`src/rtl/uart_com.sv`:
```
// 8N1 UART transceiver for the memory controller's serial port.
// TX serialises one byte per tx_start; RX deserialises into a small FIFO
// popped on each rising edge of rx_ack. Status and error flags are registered.
module uart_com #(
  parameter int unsigned CLKS_PER_BIT  = 434,
  parameter int unsigned RX_FIFO_DEPTH = 4
) (
  input  logic       clk,
  input  logic       rst,
  input  logic [7:0] tx_data,
  input  logic       tx_start,
  output logic       tx_ready,
  output logic [7:0] rx_data,
  output logic       rx_ready,
  input  logic       rx_ack,
  output logic       uart_txd,
  input  logic       uart_rxd,
  output logic       rx_overrun,
  output logic       frame_err
);

  localparam int unsigned CntW = $clog2(CLKS_PER_BIT);
  localparam int unsigned PtrW = $clog2(RX_FIFO_DEPTH);
  localparam logic [CntW-1:0] BitEnd  = CntW'(CLKS_PER_BIT - 1);
  localparam logic [CntW-1:0] HalfEnd = CntW'(CLKS_PER_BIT / 2 - 1);

  typedef enum logic [1:0] {StIdle, StStart, StData, StStop} uart_st_e;

  // ---------------------------------------------------------------- TX
  uart_st_e        tx_state;
  logic [CntW-1:0] tx_cnt;
  logic [2:0]      tx_bit;
  logic [7:0]      tx_shift;

  // TX FSM: uart_txd and tx_ready are registered, updated with the state.
  always_ff @(posedge clk) begin
    if (rst) begin
      tx_state <= StIdle;
      tx_cnt   <= '0;
      tx_bit   <= '0;
      tx_shift <= '0;
      uart_txd <= 1'b1;
      tx_ready <= 1'b1;
    end else begin
      unique case (tx_state)
        StIdle: begin
          if (tx_start) begin
            tx_shift <= tx_data;
            uart_txd <= 1'b0;
            tx_ready <= 1'b0;
            tx_cnt   <= '0;
            tx_state <= StStart;
          end
        end
        StStart: begin
          if (tx_cnt == BitEnd) begin
            tx_cnt   <= '0;
            tx_bit   <= '0;
            uart_txd <= tx_shift[0];
            tx_state <= StData;
          end else begin
            tx_cnt <= tx_cnt + 1'b1;
          end
        end
        StData: begin
          if (tx_cnt == BitEnd) begin
            tx_cnt <= '0;
            if (tx_bit == 3'd7) begin
              uart_txd <= 1'b1;
              tx_state <= StStop;
            end else begin
              // Shift so the next bit always sits at index 0 after this edge.
              tx_bit   <= tx_bit + 1'b1;
              tx_shift <= {1'b0, tx_shift[7:1]};
              uart_txd <= tx_shift[1];
            end
          end else begin
            tx_cnt <= tx_cnt + 1'b1;
          end
        end
        StStop: begin
          if (tx_cnt == BitEnd) begin
            tx_cnt   <= '0;
            tx_ready <= 1'b1;
            tx_state <= StIdle;
          end else begin
            tx_cnt <= tx_cnt + 1'b1;
          end
        end
        default: tx_state <= StIdle;
      endcase
    end
  end

  // ---------------------------------------------------------------- RX
  uart_st_e        rx_state;
  logic [CntW-1:0] rx_cnt;
  logic [2:0]      rx_bit;
  logic [7:0]      rx_shift;
  logic            rxd_meta;
  logic            rxd_sync;
  logic            rx_push;

  // Two-flop synchroniser; resets to the idle (high) line level.
  always_ff @(posedge clk) begin
    if (rst) begin
      rxd_meta <= 1'b1;
      rxd_sync <= 1'b1;
    end else begin
      rxd_meta <= uart_rxd;
      rxd_sync <= rxd_meta;
    end
  end

  // Valid stop bit sampled this cycle: hand the byte to the FIFO.
  assign rx_push = (rx_state == StStop) && (rx_cnt == BitEnd) && rxd_sync;

  // RX FSM: centre on the start bit, then sample every bit period.
  always_ff @(posedge clk) begin
    if (rst) begin
      rx_state  <= StIdle;
      rx_cnt    <= '0;
      rx_bit    <= '0;
      rx_shift  <= '0;
      frame_err <= 1'b0;
    end else begin
      unique case (rx_state)
        StIdle: begin
          if (!rxd_sync) begin
            rx_cnt   <= '0;
            rx_state <= StStart;
          end
        end
        StStart: begin
          if (rx_cnt == HalfEnd) begin
            rx_cnt <= '0;
            rx_bit <= '0;
            rx_state <= rxd_sync ? StIdle : StData;
          end else begin
            rx_cnt <= rx_cnt + 1'b1;
          end
        end
        StData: begin
          if (rx_cnt == BitEnd) begin
            rx_cnt   <= '0;
            rx_shift <= {rxd_sync, rx_shift[7:1]};
            rx_bit   <= rx_bit + 1'b1;
            if (rx_bit == 3'd7) rx_state <= StStop;
          end else begin
            rx_cnt <= rx_cnt + 1'b1;
          end
        end
        StStop: begin
          if (rx_cnt == BitEnd) begin
            rx_cnt   <= '0;
            if (!rxd_sync) frame_err <= 1'b1;
            rx_state <= StIdle;
          end else begin
            rx_cnt <= rx_cnt + 1'b1;
          end
        end
        default: rx_state <= StIdle;
      endcase
    end
  end

  // ---------------------------------------------------------------- RX FIFO
  logic [PtrW:0] rd_ptr;
  logic [PtrW:0] wr_ptr;
  logic [7:0]    mem [RX_FIFO_DEPTH];
  logic          rx_ack_q;
  logic          empty;
  logic          full;
  logic          pop;
  logic          push_ok;

  assign empty   = (rd_ptr == wr_ptr);
  assign full    = (rd_ptr[PtrW-1:0] == wr_ptr[PtrW-1:0]) && (rd_ptr[PtrW] != wr_ptr[PtrW]);
  assign pop     = rx_ack && !rx_ack_q && !empty;
  // A same-cycle pop frees the slot, so a full FIFO can still accept.
  assign push_ok = rx_push && (!full || pop);

  // FIFO pointers, storage and overrun flag.
  always_ff @(posedge clk) begin
    if (rst) begin
      rd_ptr     <= '0;
      wr_ptr     <= '0;
      rx_ack_q   <= 1'b0;
      rx_overrun <= 1'b0;
    end else begin
      rx_ack_q <= rx_ack;
      if (pop) rd_ptr <= rd_ptr + 1'b1;
      if (push_ok) begin
        mem[wr_ptr[PtrW-1:0]] <= rx_shift;
        wr_ptr                <= wr_ptr + 1'b1;
      end
      if (rx_push && full && !pop) rx_overrun <= 1'b1;
    end
  end

  // Head-of-FIFO view; depends only on registered state.
  assign rx_ready = !empty;
  assign rx_data  = empty ? 8'h00 : mem[rd_ptr[PtrW-1:0]];

endmodule

```
`config.mk`:
```
export PLATFORM = sky130hd
export DESIGN_NAME = uart_com
export DESIGN_NICKNAME = d
export VERILOG_FILES = /design/src/rtl/uart_com.sv
export SDC_FILE = /design/constraint.sdc
export NUM_CORES = 1
export LEC_CHECK = 0
export ABC_AREA = 1
export CAP_MARGIN = 20
export CORE_UTILIZATION = 50
export DETAILED_ROUTE_END_ITERATION = 6
export PLACE_DENSITY = 0.7
export SLEW_MARGIN = 0
export SYNTH_ARGS = -nofsm -noshare
export SYNTH_HDL_FRONTEND = slang
export SYNTH_SLANG_ARGS = --single-unit
```
`constraint.sdc`:
```
create_clock -name clk -period 2.9 [get_ports clk]
set_input_delay 0.58 -clock clk [delete_from_list [all_inputs] [get_ports clk]]
set_output_delay 0.58 -clock clk [all_outputs]
set_load 0.05 [all_outputs]
```
==> out/results.txt, run 1 <==
CP top delay family: buffers and inverters
Area of placed instances: 4610 sq um
Status: finished, final reports clean
Syn Inst Count: 522
Die height: 94.4 um
Fin area: 4820 sq um
Max_cap viols: 0
Worst VDD drop: 0.386 mV
Setup crit start kind: flip-flop
Critical setup path kind: flip-flop to output port
ANT cells: 0
Clock Skew: 0.00857 ns
EDFF count, synth: 32
Final Power: 0.00295 W
Worst path slowest cell: dfxtp_1
Ports: 26
Root buffer cell: clkbuf_8
Final hold vios: 0
Area delta synth->final: 12.9%
Worst slew margin: 65.8%
H-tree depth: 3
Post-Syn Area per Cell: 8.18 sq um
Peak Freq: 0.417 GHz
Slew Limit Fails: 0
Total Routed Length: 8190 um
Grt met2 use: 31.2%
Initial Util: 51.7%
CTS Buf Count: 9
Crit end category: output port
Hold Path Class: flip-flop to flip-flop
Post-synth top area share: 27.7%
# setup viols final: 0
GRT overflow: 0
Clk sink count: 91
Reg clk slew, reported paths: 0.09 ns
Initial antenna violation count: 0
Setup Fix Bufs, Post-CTS: 0
Commonest cells post-synth: nand2_1 (116), nor2_1 (87), dfxtp_1 (59)
Vias in the first global route: 3103
Asr flop ratio synth: 0%
Met3 usage: 4.19%
Die area: 8910 sq um
Largest net degree at the start of global routing: 23
FILL cells: 752
Min Hold Slack: 0.415 ns
Final Core Density: 58.4%
Cell mode on critical path: inv_1
Warnings, synthesis: 0
Busiest grt layer: met2
Post-DP HPWL: 5870 um
Leakage: 2.14 nW
Least-Margin Pin Slew: 0.511 ns
First-pass GRT wire length: 13800 um
Fin nets: 584
Cell taking the most area after synthesis: dfxtp_1
CP Cell Sequence: inv_1, nor2_1, o32ai_1, nand2_1, inv_1, buf_4
Flops & latches, synth: 91
Worst skew pair latency: 0.35 ns
Port bufs: 25
Sequential fraction of the synthesis area: 50.2%
GRT Util Overall: 19.9%
Rows: 33
Crit Path Max Fanout: 16
Iter 0 DRT Violations: 104
Top post-synthesis cells by area: dfxtp_1 (28%), edfxtp_1 (23%), nand2_1 (10%)
Period utilisation layout: 82.6%
RSZ-0062 raised after global routing: false
Drt drc: 0
Top FF cell, synth: dfxtp_1
Met1 GRT Util: 27.2%
Die W: 94.4 um
Share of cells above drive strength 1: 10.2%
Core ar.: 8260 sq um
Worst EP required: 2.32 ns
P per Cell Area: 612 nW/um^2
RD Place Congestion: 0.838
Min cycle time layout: 2.40 ns
Antenna-violating nets left: 0
Mapped Area: 4270 sq um
Synth cell types: 33
Crit path buffers/inverters: 3
Avg WL per Cell: 12.4 um
CP arrival: 1.82 ns
Avg Vias per Cell: 5.11
Most common cell in the netlist: nand2_1
Setup tns final: 0 ns
Vias post-DR: 3386
CTS tree: done
Clock Tree Buf Depth: 2
Net count after synthesis: 554
Max stage delay on crit path: 0.38 ns
Router iterations before antenna repair: 4
## state kept, by name, summed over array words and instances (netlist names), named ones only
name / flops
tx_bit: 3
tx_cnt: 9
tx_shift: 8
rx_bit: 3
rx_cnt: 9
rx_state: 1
tx_ready: 1
rx_overrun: 1
uart_txd: 1
mem: 32
rxd_meta: 1
wr_ptr: 3
rxd_sync: 1
tx_state: 2
rd_ptr: 3
rx_shift: 8
frame_err: 1
rx_ack_q: 1
## path summary, 6_finish.rpt
kind	from	end	slack, ns	depth (start not counted)
worst max register to register	tx_state[0]$_SDFFE_PP0P_	tx_bit[0]$_SDFFE_PP0P_	0.82	8
worst min register to register	rxd_meta$_SDFF_PP1_	rxd_sync$_SDFF_PP1_	0.41	1
worst min-delay path	rxd_meta$_SDFF_PP1_	rxd_sync$_SDFF_PP1_	0.41	1
worst max-delay path	flip-flop	rx_data[6]	0.50	6
## power by group
| group | total, W | switching (W) | internal (W) |
|---|---|---|---|
| logic | 0.000614 | 0.000397 | 0.000216 |
| clock network | 0.000884 | 0.000472 | 0.000412 |
| registers | 0.00145 | 0.0000585 | 0.00140 |
## cells by family after synthesis
| logic type | after synthesis | share of synthesized area (%) |
|---|---|---|
| AO/OA/AOI/OAI | 81 | 10.7 |
| adder cells (fa/ha/maj) | 19 | 5.57 |
| AND/OR/NAND/NOR | 259 | 26.2 |
| flip-flops | 91 | 50.2 |
| XOR/XNOR | 4 | 0.821 |
| buffers and inverters | 68 | 6.59 |
## cell type report
cell class	count	area, sq um	share of cell area [%]
clock inverter	7	82.6	1.71
inverter	54	203	4.20
clock buffer	9	124	2.57
multi-input combinational	363	1850	38.3
timing repair buffer	33	293	6.07
sequential	91	2140	44.4
tap	105	131	2.73
## layout by cell type (no fill, tap or decap), types with 3 or more instances in the layout
| cell type | n |
|---|---|
| nand2_2 | 9 |
| inv_1 | 50 |
| nor2_4 | 5 |
| xor2_1 | 3 |
| nor2_1 | 87 |
| o21ai_0 | 36 |
| buf_4 | 16 |
| nor3_1 | 3 |
| ha_1 | 19 |
| clkdlybuf4s50_1 | 16 |
| edfxtp_1 | 32 |
| nand4_1 | 5 |
| dfxtp_1 | 59 |
| nand2_1 | 116 |
| o32ai_1 | 8 |
| a21oi_1 | 30 |
| nand3_1 | 22 |
| inv_2 | 3 |
| nor3b_1 | 4 |
| clkbuf_8 | 9 |
| or2_2 | 3 |
## timing repair
action,4_1_cts,5_1_grt
resized for setup,0,1
hold buffers,0,0
setup endpoints to repair,0,1
## per-layer routing
metal	part of all wire, %	vias up
met4	1.4	0
met5	0	-
li1	-	1766
met3	3.4	8
met2	45	59
met1	50	1553
## through the flow
step | cells | setup slack (ns)
after floorplan | 522 | 0.771
after global placement | 646 | 0.560
after detailed placement | 646 | 0.485
after CTS | 662 | 0.0869
after global routing | 662 | 0.279
final | 662 | 0.504
No activity file was read; power rests on OpenSTA's default activity.
==> run 2, diff against run 1 <==
--- a/config.mk
+++ b/config.mk
@@ -9,7 +9,7 @@
 export CAP_MARGIN = 20
 export CORE_UTILIZATION = 50
 export DETAILED_ROUTE_END_ITERATION = 6
-export PLACE_DENSITY = 0.7
+export PLACE_DENSITY = 0.73
 export SLEW_MARGIN = 0
 export SYNTH_ARGS = -nofsm -noshare
 export SYNTH_HDL_FRONTEND = slang
==> constraint.sdc (replaced) <==
create_clock -name clk -period 1.9 [get_ports clk]
set_input_delay 0.38 -clock clk [delete_from_list [all_inputs] [get_ports clk]]
set_output_delay 0.38 -clock clk [all_outputs]
set_load 0.05 [all_outputs]
==> run 2 against run 1 <==
Against the previous run: the flow now finishes with violations (negative setup slack); combinational power is 62% higher; clock power is 36% higher; register-to-register slack worse by 0.72 ns; final cell count is 3.3% higher; largest power group unchanged.
==> out/results.txt, run 2 (same netlist as run 1, synthesis figures left out) <==
Worst path slowest cell: dfxtp_2
Iter 0 DRT Violations: 127 (+22%)
Post-Layout Cell Count: 684 (+3.3%)
Rows: 33 (unchanged)
Avg WL per Cell: 12.8 um (+3.6%)
CTS tree: done
Status: finished, violations left
CP arrival: 1.53 ns (-0.29 ns)
Drt drc: 0 (unchanged)
Ports: 26 (unchanged)
Final setup margin: -0.00560 ns (-0.510 ns)
Sequential Area: 2160 sq um (+0.82%)
Max_cap viols: 0 (unchanged)
Vias post-DR: 3556 (+5.0%)
Post-DP HPWL: 6010 um (+2.4%)
Most frequent cells in the layout: nand2_1 (108), nor2_1 (86), dfxtp_1 (51)
Violated checks: negative setup slack
Avg Vias per Cell: 5.20 (+1.6%)
Worst skew pair latency: 0.37 ns (+0.02 ns)
Hold Path Stages: 1 (unchanged)
Min cycle time layout: 1.91 ns
Placed Cells: 659 (+2.0%)
Total Routed Length: 8760 um (+7.0%)
First-pass GRT wire length: 14400 um (+4.5%)
Clock Skew: 0.0137 ns (+0.00509 ns)
Hold_buf cts: 0 (unchanged)
Router iterations before antenna repair: 4 (unchanged)
Hold Path Class: flip-flop to flip-flop
Commonest non-fill, non-tap cell in the layout: nand2_1
FILL cells: 703 (-6.5%)
Crit end category: output port
Area delta synth->final: 22.1%
Fin nets: 606 (+3.8%)
RD Place Congestion: 0.829 (-1.1%)
Clk sink count: 91 (unchanged)
Slew Limit Fails: 0 (unchanged)
Final Core Density: 63.1% (+4.7 points)
Worst r2r path cells: 9 (+1)
RSZ-0062 raised after global routing: true
Crit Path Max Fanout: 5 (-11)
Port bufs: 25 (unchanged)
Worst EP required: 1.52 ns (-0.80 ns)
Worst VDD drop: 0.505 mV (+31%)
H-tree depth: 3 (unchanged)
ANT cells: 0 (unchanged)
GRT overflow: 0 (unchanged)
Reg clk slew, reported paths: 0.09 ns (about the same)
Max reg flops: 32 (unchanged)
Antenna-violating nets left: 0 (unchanged)
Peak Freq: 0.525 GHz
Final hold vios: 0 (unchanged)
Die W: 94.4 um (unchanged)
Initial Util: 51.7% (unchanged)
Initial antenna violation count: 0 (unchanged)
Clock Tree Buf Depth: 2 (unchanged)
Worst slew margin: 66.8% (+0.99 points)
Vias in the first global route: 3232 (+4.2%)
# setup viols final: 2 (+2)
Least-Margin Pin Slew: 0.497 ns (-0.0141 ns)
Setup crit start kind: flip-flop
Max stage delay on crit path: 0.37 ns (about the same)
Multi-input gate area: 1950 sq um (+5.6%)
GRT Util Overall: 20.9% (+0.95 points)
Root buffer cell: clkbuf_8
CP Cell Sequence: inv_2, nand2_1, nand2_2, nor2_4, nand2_4, nand2_1, inv_2, buf_12
P per Cell Area: 845 nW/um^2 (+38%)
Period utilisation layout: 100%
Share of cells above drive strength 1: 20.4% (+10 points)
Die height: 94.4 um (unchanged)
Critical setup path kind: flip-flop to output port
Largest net degree at the start of global routing: 19 (-17%)
Die area: 8910 sq um (unchanged)
Core ar.: 8260 sq um (unchanged)
Leakage: 2.31 nW (+7.5%)
CTS Buf Count: 9 (unchanged)
run 2: changes by cell type in the layout (fill, tap and decap cells not counted), sizes merged:
cell,previous run,this run
clkinvlp,2,3
buf,16,38
inv,56,54
dlymetal6s2s,1,2
clkinv,2,4
nand2,125,126
clkdlybuf4s50,16,12
dlygate4sd2,0,2
bufinv,1,0
run 2: what timing repair did:
item / CTS / global route
resized for setup: 23 / 32
buffers inserted: 5 / 3
cloned: 1 / 0
pin swaps: 4 / 8
setup endpoints to repair: 11 / 35
run 2: path summary, 6_finish.rpt:
kind	startpoint	to	slack (ns)
setup / recovery	wr_ptr[1]$_SDFFE_PP0P_	rx_data[0]	-0.006
setup reg to reg	rx_cnt[1]$_SDFFE_PP0P_	mem[0][2]$_DFFE_PP_	0.10
hold reg to reg	rxd_meta$_SDFF_PP1_	rxd_sync$_SDFF_PP1_	0.42
hold / removal	rxd_meta$_SDFF_PP1_	rxd_sync$_SDFF_PP1_	0.42
run 2: per-stage QoR:
step	instance area [sq um]	power, W	setup WS [ns]	setup TNS (ns)	hold WS, ns
finish	5210	0.00440	-0.00560	-0.00890	0.419
global route	5210	0.00464	-0.0983	-0.685	0.446
CTS	5090	0.00442	-0.0231	-0.0422	0.424
detailed placement	4820	0.00325	-0.176	-3.80	0.402
global placement	4820	0.00322	-0.149	-3.45	0.392
floorplan	4270	0.00299	-0.229	-5.51	0.389
run 2: cell type report:
class,count,area share (%)
clock inverters,7,1.01
inverters,54,4.01
multi-input cells,364,37.4
clock buffers,9,2.38
flip-flops and latches,91,41.4
well taps,105,2.52
repair buffers,54,11.3
run 2: critical path, delay by kind of cell, from the launching register on:
kind / cells / cell delay [ns]
buffers and inverters: 3 / 0.24
flip-flops: 1 / 0.37
AND/OR/NAND/NOR: 5 / 0.55
run 2: where the power goes:
part           switching, W  internal [W]  leakage (nW)
logic              0.000636      0.000358          1.36
clock network      0.000716      0.000483        0.0861
registers         0.0000833       0.00213         0.856
run 2: per-layer routing:
layer	up-vias	track usage [%]	wire, um
met2	63	35.3	4310
met5	-	0	0
li1	1801	-	-
met1	1682	26.8	4060
met4	0	8.59	131
met3	10	2.98	267
==> run 3, diff against run 2 <==
--- a/config.mk
+++ b/config.mk
@@ -8,6 +8,7 @@
 export ABC_AREA = 1
 export CAP_MARGIN = 20
 export CORE_UTILIZATION = 50
+export CTS_CLUSTER_SIZE = 40
 export DETAILED_ROUTE_END_ITERATION = 6
 export PLACE_DENSITY = 0.73
 export SLEW_MARGIN = 0
==> results of run 3 <==
The final DEF is identical to that of run 2; final timing and power are the same.
